==> src/rtl/uart_rx_if.sv <==
// rtl/uart_rx_if.sv - serial line, oversample tick and byte handshake of the UART receiver
interface uart_rx_if;
  logic       bclkx8;
  logic       rxd;
  logic       rd_en;
  logic [7:0] rx_data;
  logic       rx_valid;
  logic       parity_err;
  logic       framing_err;
  logic       overrun_err;

  modport master (
    output bclkx8, rxd, rd_en,
    input  rx_data, rx_valid, parity_err, framing_err, overrun_err
  );

  modport slave (
    input  bclkx8, rxd, rd_en,
    output rx_data, rx_valid, parity_err, framing_err, overrun_err
  );
endinterface

==> src/rtl/uart_rx.sv <==
// rtl/uart_rx.sv - 8N1 UART receiver with optional parity, clocked by fclk, advanced by the bclkx8 tick
module uart_rx #(
  parameter int OVERSAMPLE = 8,
  parameter int PARITY     = 0
) (
  input  logic      fclk,
  input  logic      rst_n,
  uart_rx_if.slave  bus
);

  localparam int              CW      = $clog2(OVERSAMPLE);
  localparam logic [CW-1:0]   HALF_M1 = CW'(OVERSAMPLE / 2 - 1);
  localparam logic [CW-1:0]   FULL_M1 = CW'(OVERSAMPLE - 1);
  localparam logic            ODD     = (PARITY == 2);

  typedef enum logic [2:0] {
    S_IDLE,
    S_START,
    S_DATA,
    S_PAR,
    S_STOP,
    S_WAIT_IDLE
  } state_t;

  state_t        state_q, state_d;
  logic [CW-1:0] tick_q, tick_d;
  logic [2:0]    bit_q, bit_d;
  logic [7:0]    shift_q, shift_d;
  logic          perr_q, perr_d;
  logic          rxd_m, rxd_s;
  logic          load;
  logic          frame_bad;

  logic [7:0]    data_q;
  logic          valid_q;
  logic          perr_out_q;
  logic          framing_q;
  logic          ovr_q;

  always_ff @(posedge fclk or negedge rst_n) begin
    if (!rst_n) begin
      rxd_m <= 1'b1;
      rxd_s <= 1'b1;
    end else begin
      rxd_m <= bus.rxd;
      rxd_s <= rxd_m;
    end
  end

  always_ff @(posedge fclk or negedge rst_n) begin
    if (!rst_n) begin
      state_q <= S_IDLE;
      tick_q  <= '0;
      bit_q   <= '0;
      shift_q <= '0;
      perr_q  <= 1'b0;
    end else begin
      state_q <= state_d;
      tick_q  <= tick_d;
      bit_q   <= bit_d;
      shift_q <= shift_d;
      perr_q  <= perr_d;
    end
  end

  // Every sampling point sits OVERSAMPLE ticks after the previous one, the
  // first being half a bit into the start bit.
  always_comb begin
    state_d   = state_q;
    tick_d    = tick_q;
    bit_d     = bit_q;
    shift_d   = shift_q;
    perr_d    = perr_q;
    load      = 1'b0;
    frame_bad = 1'b0;
    if (bus.bclkx8) begin
      case (state_q)
        S_IDLE: begin
          if (!rxd_s) begin
            state_d = S_START;
            tick_d  = '0;
            perr_d  = 1'b0;
          end
        end
        S_START: begin
          if (tick_q == HALF_M1) begin
            tick_d = '0;
            if (!rxd_s) begin
              state_d = S_DATA;
              bit_d   = '0;
            end else begin
              state_d = S_IDLE;
            end
          end else begin
            tick_d = tick_q + 1'b1;
          end
        end
        S_DATA: begin
          if (tick_q == FULL_M1) begin
            tick_d  = '0;
            shift_d = {rxd_s, shift_q[7:1]};
            bit_d   = bit_q + 3'd1;
            if (bit_q == 3'd7) begin
              state_d = (PARITY != 0) ? S_PAR : S_STOP;
            end
          end else begin
            tick_d = tick_q + 1'b1;
          end
        end
        S_PAR: begin
          if (tick_q == FULL_M1) begin
            tick_d  = '0;
            perr_d  = (^shift_q) ^ rxd_s ^ ODD;
            state_d = S_STOP;
          end else begin
            tick_d = tick_q + 1'b1;
          end
        end
        S_STOP: begin
          if (tick_q == FULL_M1) begin
            tick_d = '0;
            if (rxd_s) begin
              load    = 1'b1;
              state_d = S_IDLE;
            end else begin
              frame_bad = 1'b1;
              state_d   = S_WAIT_IDLE;
            end
          end else begin
            tick_d = tick_q + 1'b1;
          end
        end
        S_WAIT_IDLE: begin
          // A held-low line (break) must not be re-read as a stream of frames.
          if (rxd_s) begin
            state_d = S_IDLE;
          end
        end
        default: begin
          state_d = S_IDLE;
        end
      endcase
    end
  end

  always_ff @(posedge fclk or negedge rst_n) begin
    if (!rst_n) begin
      data_q     <= '0;
      valid_q    <= 1'b0;
      perr_out_q <= 1'b0;
      framing_q  <= 1'b0;
      ovr_q      <= 1'b0;
    end else begin
      framing_q <= frame_bad;
      if (load && (!valid_q || bus.rd_en)) begin
        data_q     <= shift_q;
        perr_out_q <= perr_q;
        valid_q    <= 1'b1;
        ovr_q      <= 1'b0;
      end else if (load) begin
        ovr_q <= 1'b1;
      end else if (bus.rd_en && valid_q) begin
        valid_q <= 1'b0;
        ovr_q   <= 1'b0;
      end
    end
  end

  assign bus.rx_data     = data_q;
  assign bus.rx_valid    = valid_q;
  assign bus.parity_err  = perr_out_q;
  assign bus.framing_err = framing_q;
  assign bus.overrun_err = ovr_q;

endmodule

==> src/flat_wrapper.sv <==
// flat-port wrapper written by rule: the top's interface ports become plain ports
module uart_rx_flat 
#(
  parameter int OVERSAMPLE = 8,
  parameter int PARITY     = 0
)
  (fclk, rst_n, bus_bclkx8, bus_rxd, bus_rd_en, bus_rx_data, bus_rx_valid, bus_parity_err, bus_framing_err, bus_overrun_err);
  uart_rx_if bus_i ();
  input  logic fclk;
  input  logic rst_n;
  input wire logic [$bits(bus_i.bclkx8)-1:0] bus_bclkx8;
  input wire logic [$bits(bus_i.rxd)-1:0] bus_rxd;
  input wire logic [$bits(bus_i.rd_en)-1:0] bus_rd_en;
  output wire logic [$bits(bus_i.rx_data)-1:0] bus_rx_data;
  output wire logic [$bits(bus_i.rx_valid)-1:0] bus_rx_valid;
  output wire logic [$bits(bus_i.parity_err)-1:0] bus_parity_err;
  output wire logic [$bits(bus_i.framing_err)-1:0] bus_framing_err;
  output wire logic [$bits(bus_i.overrun_err)-1:0] bus_overrun_err;
  assign bus_i.bclkx8 = bus_bclkx8;
  assign bus_i.rxd = bus_rxd;
  assign bus_i.rd_en = bus_rd_en;
  assign bus_rx_data = bus_i.rx_data;
  assign bus_rx_valid = bus_i.rx_valid;
  assign bus_parity_err = bus_i.parity_err;
  assign bus_framing_err = bus_i.framing_err;
  assign bus_overrun_err = bus_i.overrun_err;
  uart_rx #(.OVERSAMPLE(OVERSAMPLE), .PARITY(PARITY)) u_core (.fclk(fclk), .rst_n(rst_n), .bus(bus_i));
endmodule
==> config.mk <==
export PLATFORM = sky130hd
export DESIGN_NAME = uart_rx_flat
export DESIGN_NICKNAME = d
export VERILOG_FILES = /design/src/rtl/uart_rx_if.sv /design/src/rtl/uart_rx.sv /design/src/flat_wrapper.sv
export SDC_FILE = /design/constraint.sdc
export NUM_CORES = 1
export LEC_CHECK = 0
export CORE_ASPECT_RATIO = 1.1
export CORE_MARGIN = 5
export CORE_UTILIZATION = 31
export CTS_CLUSTER_DIAMETER = 100
export CTS_CLUSTER_SIZE = 30
export DETAILED_ROUTE_END_ITERATION = 10
export PLACE_DENSITY = 0.52
export SLEW_MARGIN = 20
export SYNTH_ARGS = -nofsm -noshare
export SYNTH_HDL_FRONTEND = slang
export SYNTH_SLANG_ARGS = --single-unit
==> constraint.sdc <==
create_clock -name fclk -period 5.1 [get_ports fclk]
set_input_delay 0.51 -clock fclk [delete_from_list [all_inputs] [get_ports fclk]]
set_output_delay 0.51 -clock fclk [all_outputs]
set_load 0.05 [all_outputs]
### Word level (Yosys, flattened, before mapping)

Index checks and enable logic that the tools add are counted.
W data, S select, Z words.

* logic and storage cells: 83
* output and inout port bits: 12
* register bits after elaboration: 32
* input port bits: 5

* mux-type cells: 33
* eq/ne operators: 17
* add/sub/neg operators: 2
* reductions and logical operators: 18
* bitwise operators: 1

Operators with widths (count)
* $mux W3: 13
* $pmux W3 S6: 1
* $mux W1: 15
* $eq A3 B3 Y1 const B: 4
* $ne A2 B1 Y1 const B: 6
* $eq A3 B2 Y1 const B: 3
* $pmux W3 S3: 1
* $reduce_and A8 Y1: 1
* $reduce_xor A8 Y1: 1
* $add A3 B1 Y3 const B: 2
* $ne A2 B2 Y1 const B: 3
* $pmux W3 S2: 1
* $reduce_and A3 Y1: 2
* $reduce_bool A2 Y1: 3
* $reduce_bool A3 Y1: 2
* $reduce_and A5 Y1: 1
* $reduce_and A4 Y1: 1
* $eq A3 B1 Y1 const B: 1
* $logic_not A3 Y1: 1
* $reduce_or A3 Y1: 1
* $logic_and A1 B1 Y1: 2
* $mux W2: 1
* $pmux W1 S2: 1
* $reduce_and A2 Y1: 1
* 3 further kinds: 3

### Logic depth before layout (Yosys ltp)

* depth after elaboration: 7
* gate-level depth with buffers: 7

### Worst setup path before layout

OpenSTA, ideal clock, no wires.

* path kind: reg-to-reg
* start point: reg u_core.tick_q[0]
* end point: reg u_core.perr_out_q, in the netlist u_core.bus.parity_err
* path slack: 3074 ps
* clock period less this slack: 2026 ps
* cell stages (with the launch flop): 7
* data required time: 4975 ps
* buffers on the path: 0
* setup time: 125 ps
* data arrival time: 1902 ps
* cells stage by stage: dfrtp_1 ha_1 ha_1 nand4b_1 or3b_4 a21oi_4 mux2_2

* longest elaborated chain between the ends: 5

Ends and longest elaborated chain
* from (decl): line uart_rx.sv:26 `logic [CW-1:0] tick_q, tick_d;`
* from (signal assigned): line uart_rx.sv:59 `tick_q <= tick_d;`
* $eq A3 B3 Y1: line uart_rx.sv:120 `if (tick_q == FULL_M1) begin`
* $mux W1: line uart_rx.sv:120
* $mux W1: line uart_rx.sv:77 `case (state_q)`
* $mux W1: line uart_rx.sv:76 `if (bus.bclkx8) begin`
* $logic_and A1 B1 Y1: line uart_rx.sv:155 `if (load && (!valid_q || bus.rd_en)) begin`
* to (signal assigned): line uart_rx.sv:157 `perr_out_q <= perr_q;`
* to (decl): line uart_rx.sv:36 `logic perr_out_q;`

No other way between the ends.
A chain may end at the register's enable or synchronous reset.

### Worst setup path after layout

* start point: reg u_core.tick_q[0]
* end point: reg u_core.data_q[6], in the netlist u_core.bus.rx_data[6]

* longest elaborated chain between the ends: 5

Ends and longest elaborated chain
* $eq A3 B3 Y1: line uart_rx.sv:120
* $mux W1: line uart_rx.sv:120
* $mux W1: line uart_rx.sv:77
* $mux W1: line uart_rx.sv:76
* $logic_and A1 B1 Y1: line uart_rx.sv:155
* to (signal assigned): line uart_rx.sv:156 `data_q <= shift_q;`
* to (decl): line uart_rx.sv:34 `logic [7:0] data_q;`

No other way between the ends.

==> flow_metrics.py <==
metrics = {
    "status": {
        "status": "finished, final reports clean",
    },
    "critical_path": {
        "worstPathCellList": "ha_1 -> ha_1 -> nand4b_1 -> or3b_4 -> a21oi_4 -> mux2_2",
        "crit_arrival_ns": 2.45,
        "cp-start-kind": "register",
        "timing.rr.end": "u_core.bus.rx_data[6]",
        "cp.depth": 6,
        "crit_family": "simple AND/OR/NAND/NOR gates",
        "end_kind": "register",
        "critPathBufInv": 0,
        "slowest_delay_ns": 0.43,
        "r2r-start": "u_core.tick_q[0]",
        "critPathSlowestCell": "or3b_4",
        "crit_start": "u_core.tick_q[0]",
        "cp_max_fo": 9,
        "required_ns": 5.26,
        "worst_path_most_repeated_cell": "ha_1",
        "critical_path_class": "reg -> reg",
        "rr_worst_depth": 6,
        "endpoint": "u_core.bus.rx_data[6]",
        "regToRegSetupSlack_ns": 2.82,
    },
    "logic_synthesis": {
        "ys_ff_latch": 32,
        "yosysWarnings": 0,
        "netlist.top_cell.by_area": "dfrtp_1",
        "yosys.cell_types.count": 35,
        "syn-instance-count": 134,
        "synth_area_leaders": "dfrtp_1, mux2_2, ha_1",
        "synth_top_area_frac": 0.474,
        "seq_area_frac_synth": 0.508,
        "synthesis.nets": 146,
        "netlist_area_sq_um": 1580,
        "avgSynthCellArea_sq_um": 11.8,
    },
    "flow_run": {
        "maxCapViolations": 0,
    },
    "routing": {
        "viasPerCell": 4.99,
        "routedWlPerCell_um": 13.8,
        "drt-initial-drc-count": 29,
        "vias": 1057,
        "dr.pass1.iters": 4,
        "drcViolationCount": 0,
        "antenna_left": 0,
        "routed_wl_um": 2930,
    },
    "die": {
        "ioPinCount": 17,
        "dieWidth_um": 78.1,
        "dieArea_sq_um": 6640,
        "initial_core_util": 0.319,
        "fp.dieH_um": 84.9,
        "core-area_sq_um": 4970,
        "rows": 27,
    },
    "power_and_ir_drop": {
        "power.density_nw_per_um2": 360,
        "combPwrFrac": 0.252,
        "ir_worst_vdd_mv": 0.164,
        "p_sw_frac": 0.317,
        "p_int_mw": 0.462,
        "clkPwrFrac": 0.264,
        "p_leak_nw": 0.894,
        "p_switching_mw": 0.215,
        "seqPwrFrac": 0.485,
    },
    "min_path": {
        "min_path_type": "reg -> reg",
    },
    "cells_and_area": {
        "area_delta_synth_final_pct": 18.8,
        "drive_gt1_frac": 0.201,
        "finish.instance_area_sq_um": 1880,
        "nets": 166,
        "fillCellCount": 493,
        "antennaDiodeCount": 0,
    },
    "sta": {
        "worst_slew_pin_slew_ns": 0.503,
        "period_share": 0.448,
        "hold_violations": 0,
        "fin_crit_ns": 2.28,
        "fin_skew_ns": 0.00270,
        "setup_viol": 0,
        "slew_violations": 0,
        "max_freq_mhz": 438,
        "relSlewSlack": 0.664,
        "rsz0062_at_grt": "no",
        "setup_tns_ns": 0,
    },
    "cts": {
        "postCtsSetupRepairBufs": 0,
        "cts_hold_buf": 0,
        "clkLatencyLatePin_ns": 0.27,
        "numClockSinks": 32,
        "cts_tree": "done",
        "numCtsBuffers": 5,
        "cts_max_level": 2,
        "cts_root_buf": "clkbuf_8",
        "cts_buffer_depth": 2,
        "clk_pin_slew_worst_paths_ns": 0.06,
        "cts-resized-gates": 0,
    },
    "global_routing": {
        "grt_pass1_vias": 1100,
        "grt.total_usage": 0.0982,
        "grt_max_degree": 33,
        "antenna_found_initial": 0,
        "overflow": 0,
        "grt_pass1_wl_um": 5290,
    },
    "placement": {
        "place_congestion": 0.755,
        "hpwl_um": 2030,
        "placed_area_sq_um": 1800,
        "io_buffers": 16,
    },
}
## logic make-up (layout without fill, tap and decap cells)
logic type               count (synthesis)  in the layout  share of synthesized area
multiplexers                            22             22                      0.153
XOR/XNOR                                 7              7                     0.0474
adder cells (fa/ha/maj)                  7              7                     0.0553
flip-flops                              32             32                      0.508
AND/OR/NAND/NOR                         32             32                      0.110
AO/OA/AOI/OAI                           22             22                     0.0957
buffers and inverters                   12             32                     0.0316
## registers in the layout, indices dropped and copies added, names as in the netlist, 3 cells and up
name                cells
u_core.bit_q            3
u_core.state_q          3
u_core.shift_q          8
u_core.tick_q           3
u_core.bus.rx_data      8
## area by class of cell
class | instances | area [sq um] | share of cell area
sequential | 32 | 803 | 0.427
multi-input combinational | 90 | 729 | 0.388
timing repair buffer | 17 | 168 | 0.0892
clock buffer | 6 | 72.6 | 0.0386
tap | 58 | 72.6 | 0.0386
inverter | 8 | 30.0 | 0.0160
clock inverter | 1 | 5.00 | 0.00266
## stage by stage
| step | hold slack [ns] | setup WS (ns) | utilization | power (mW) | std cells |
|---|---|---|---|---|---|
| after floorplan | 0.214 | 3.07 | - | 0.460 | 134 |
| after global placement | 0.348 | 2.68 | 0.363 | 0.490 | 205 |
| after detailed placement | 0.347 | 2.65 | 0.363 | 0.504 | 205 |
| after CTS | 0.356 | 2.78 | 0.379 | 0.688 | 212 |
| after global routing | 0.366 | 2.65 | 0.379 | 0.734 | 212 |
| final | 0.355 | 2.82 | 0.379 | 0.676 | 212 |
## cell usage after synthesis (all sizes together)
cell type,instances
dfrtp,30
mux2,17
nand2,9
inv,8
o21ai,8
ha,7
mux2i,5
a21oi,4
nor2,4
xnor2,4
nand3,3
nor2b,3
nor3,3
a22o,2
buf,2
clkbuf,2
dfstp,2
nand2b,2
nand4,2
o21a,2
o22ai,2
or3b,2
xor2,2
a211oi,1
and3,1
nand4b,1
o211a,1
o2bb2ai,1
o41ai,1
or2,1
or4b,1
xnor3,1
## power groups by stage
| stage | clock (mW) | sequential (mW) | combinational (mW) |
|---|---|---|---|
| global placement | 0 | 0.328 | 0.162 |
| CTS | 0.188 | 0.327 | 0.173 |
| finish | 0.178 | 0.328 | 0.170 |
| detailed placement | 0 | 0.331 | 0.172 |
| floorplan | 0 | 0.306 | 0.153 |
| global route | 0.201 | 0.333 | 0.199 |
## placed cells by master (no fill, tap or decap)
cell | netlist | routed
xnor2_1 | 4 | 4
nand2b_1 | 2 | 2
mux2_2 | 17 | 17
nor3_1 | 3 | 3
clkbuf_1 | 2 | 1
xnor3_1 | 1 | 1
inv_1 | 8 | 8
and3_1 | 1 | 1
ha_1 | 7 | 7
dfrtp_1 | 30 | 30
clkinv_2 | 0 | 1
dfstp_2 | 2 | 2
o22ai_1 | 2 | 2
clkbuf_8 | 0 | 5
a21oi_4 | 1 | 1
o21a_1 | 2 | 2
o41ai_1 | 1 | 1
nand4_1 | 2 | 2
nor2b_1 | 3 | 3
clkdlybuf4s50_1 | 0 | 16
o21ai_0 | 8 | 8
mux2i_1 | 5 | 5
or3b_4 | 1 | 1
xor2_1 | 2 | 2
o2bb2ai_1 | 1 | 1
buf_4 | 1 | 1
or3b_2 | 1 | 1
a22o_1 | 2 | 2
a211oi_1 | 1 | 1
or2_2 | 1 | 1
o211a_1 | 1 | 1
nand4b_1 | 1 | 1
nand3_1 | 3 | 3
nand2_1 | 9 | 9
nor2_1 | 4 | 4
or4b_2 | 1 | 1
a21oi_1 | 3 | 3
## worst min-delay path by stage
stage               slack [ns]               to  cells after the start    startpoint
global placement          0.35     u_core.rxd_s                      0  u_core.rxd_m
global route              0.37     u_core.rxd_s                      0  u_core.rxd_m
detailed placement        0.35     u_core.rxd_s                      0  u_core.rxd_m
CTS                       0.36     u_core.rxd_s                      0  u_core.rxd_m
finish                    0.36     u_core.rxd_s                      0  u_core.rxd_m
floorplan                 0.21  u_core.bit_q[0]                      0         rst_n
## per-layer routing
layer  vias up  track usage  part of all wire  routed length (um)
li1        513            -                 -                   -
met1       521        0.120              0.47                1380
met2        18        0.160              0.47                1370
met3         5       0.0350             0.045                 131
met4         0       0.0323             0.015                  45
met5         -            0                 0                   0
Note: power is estimated with default switching activity, not from simulation.
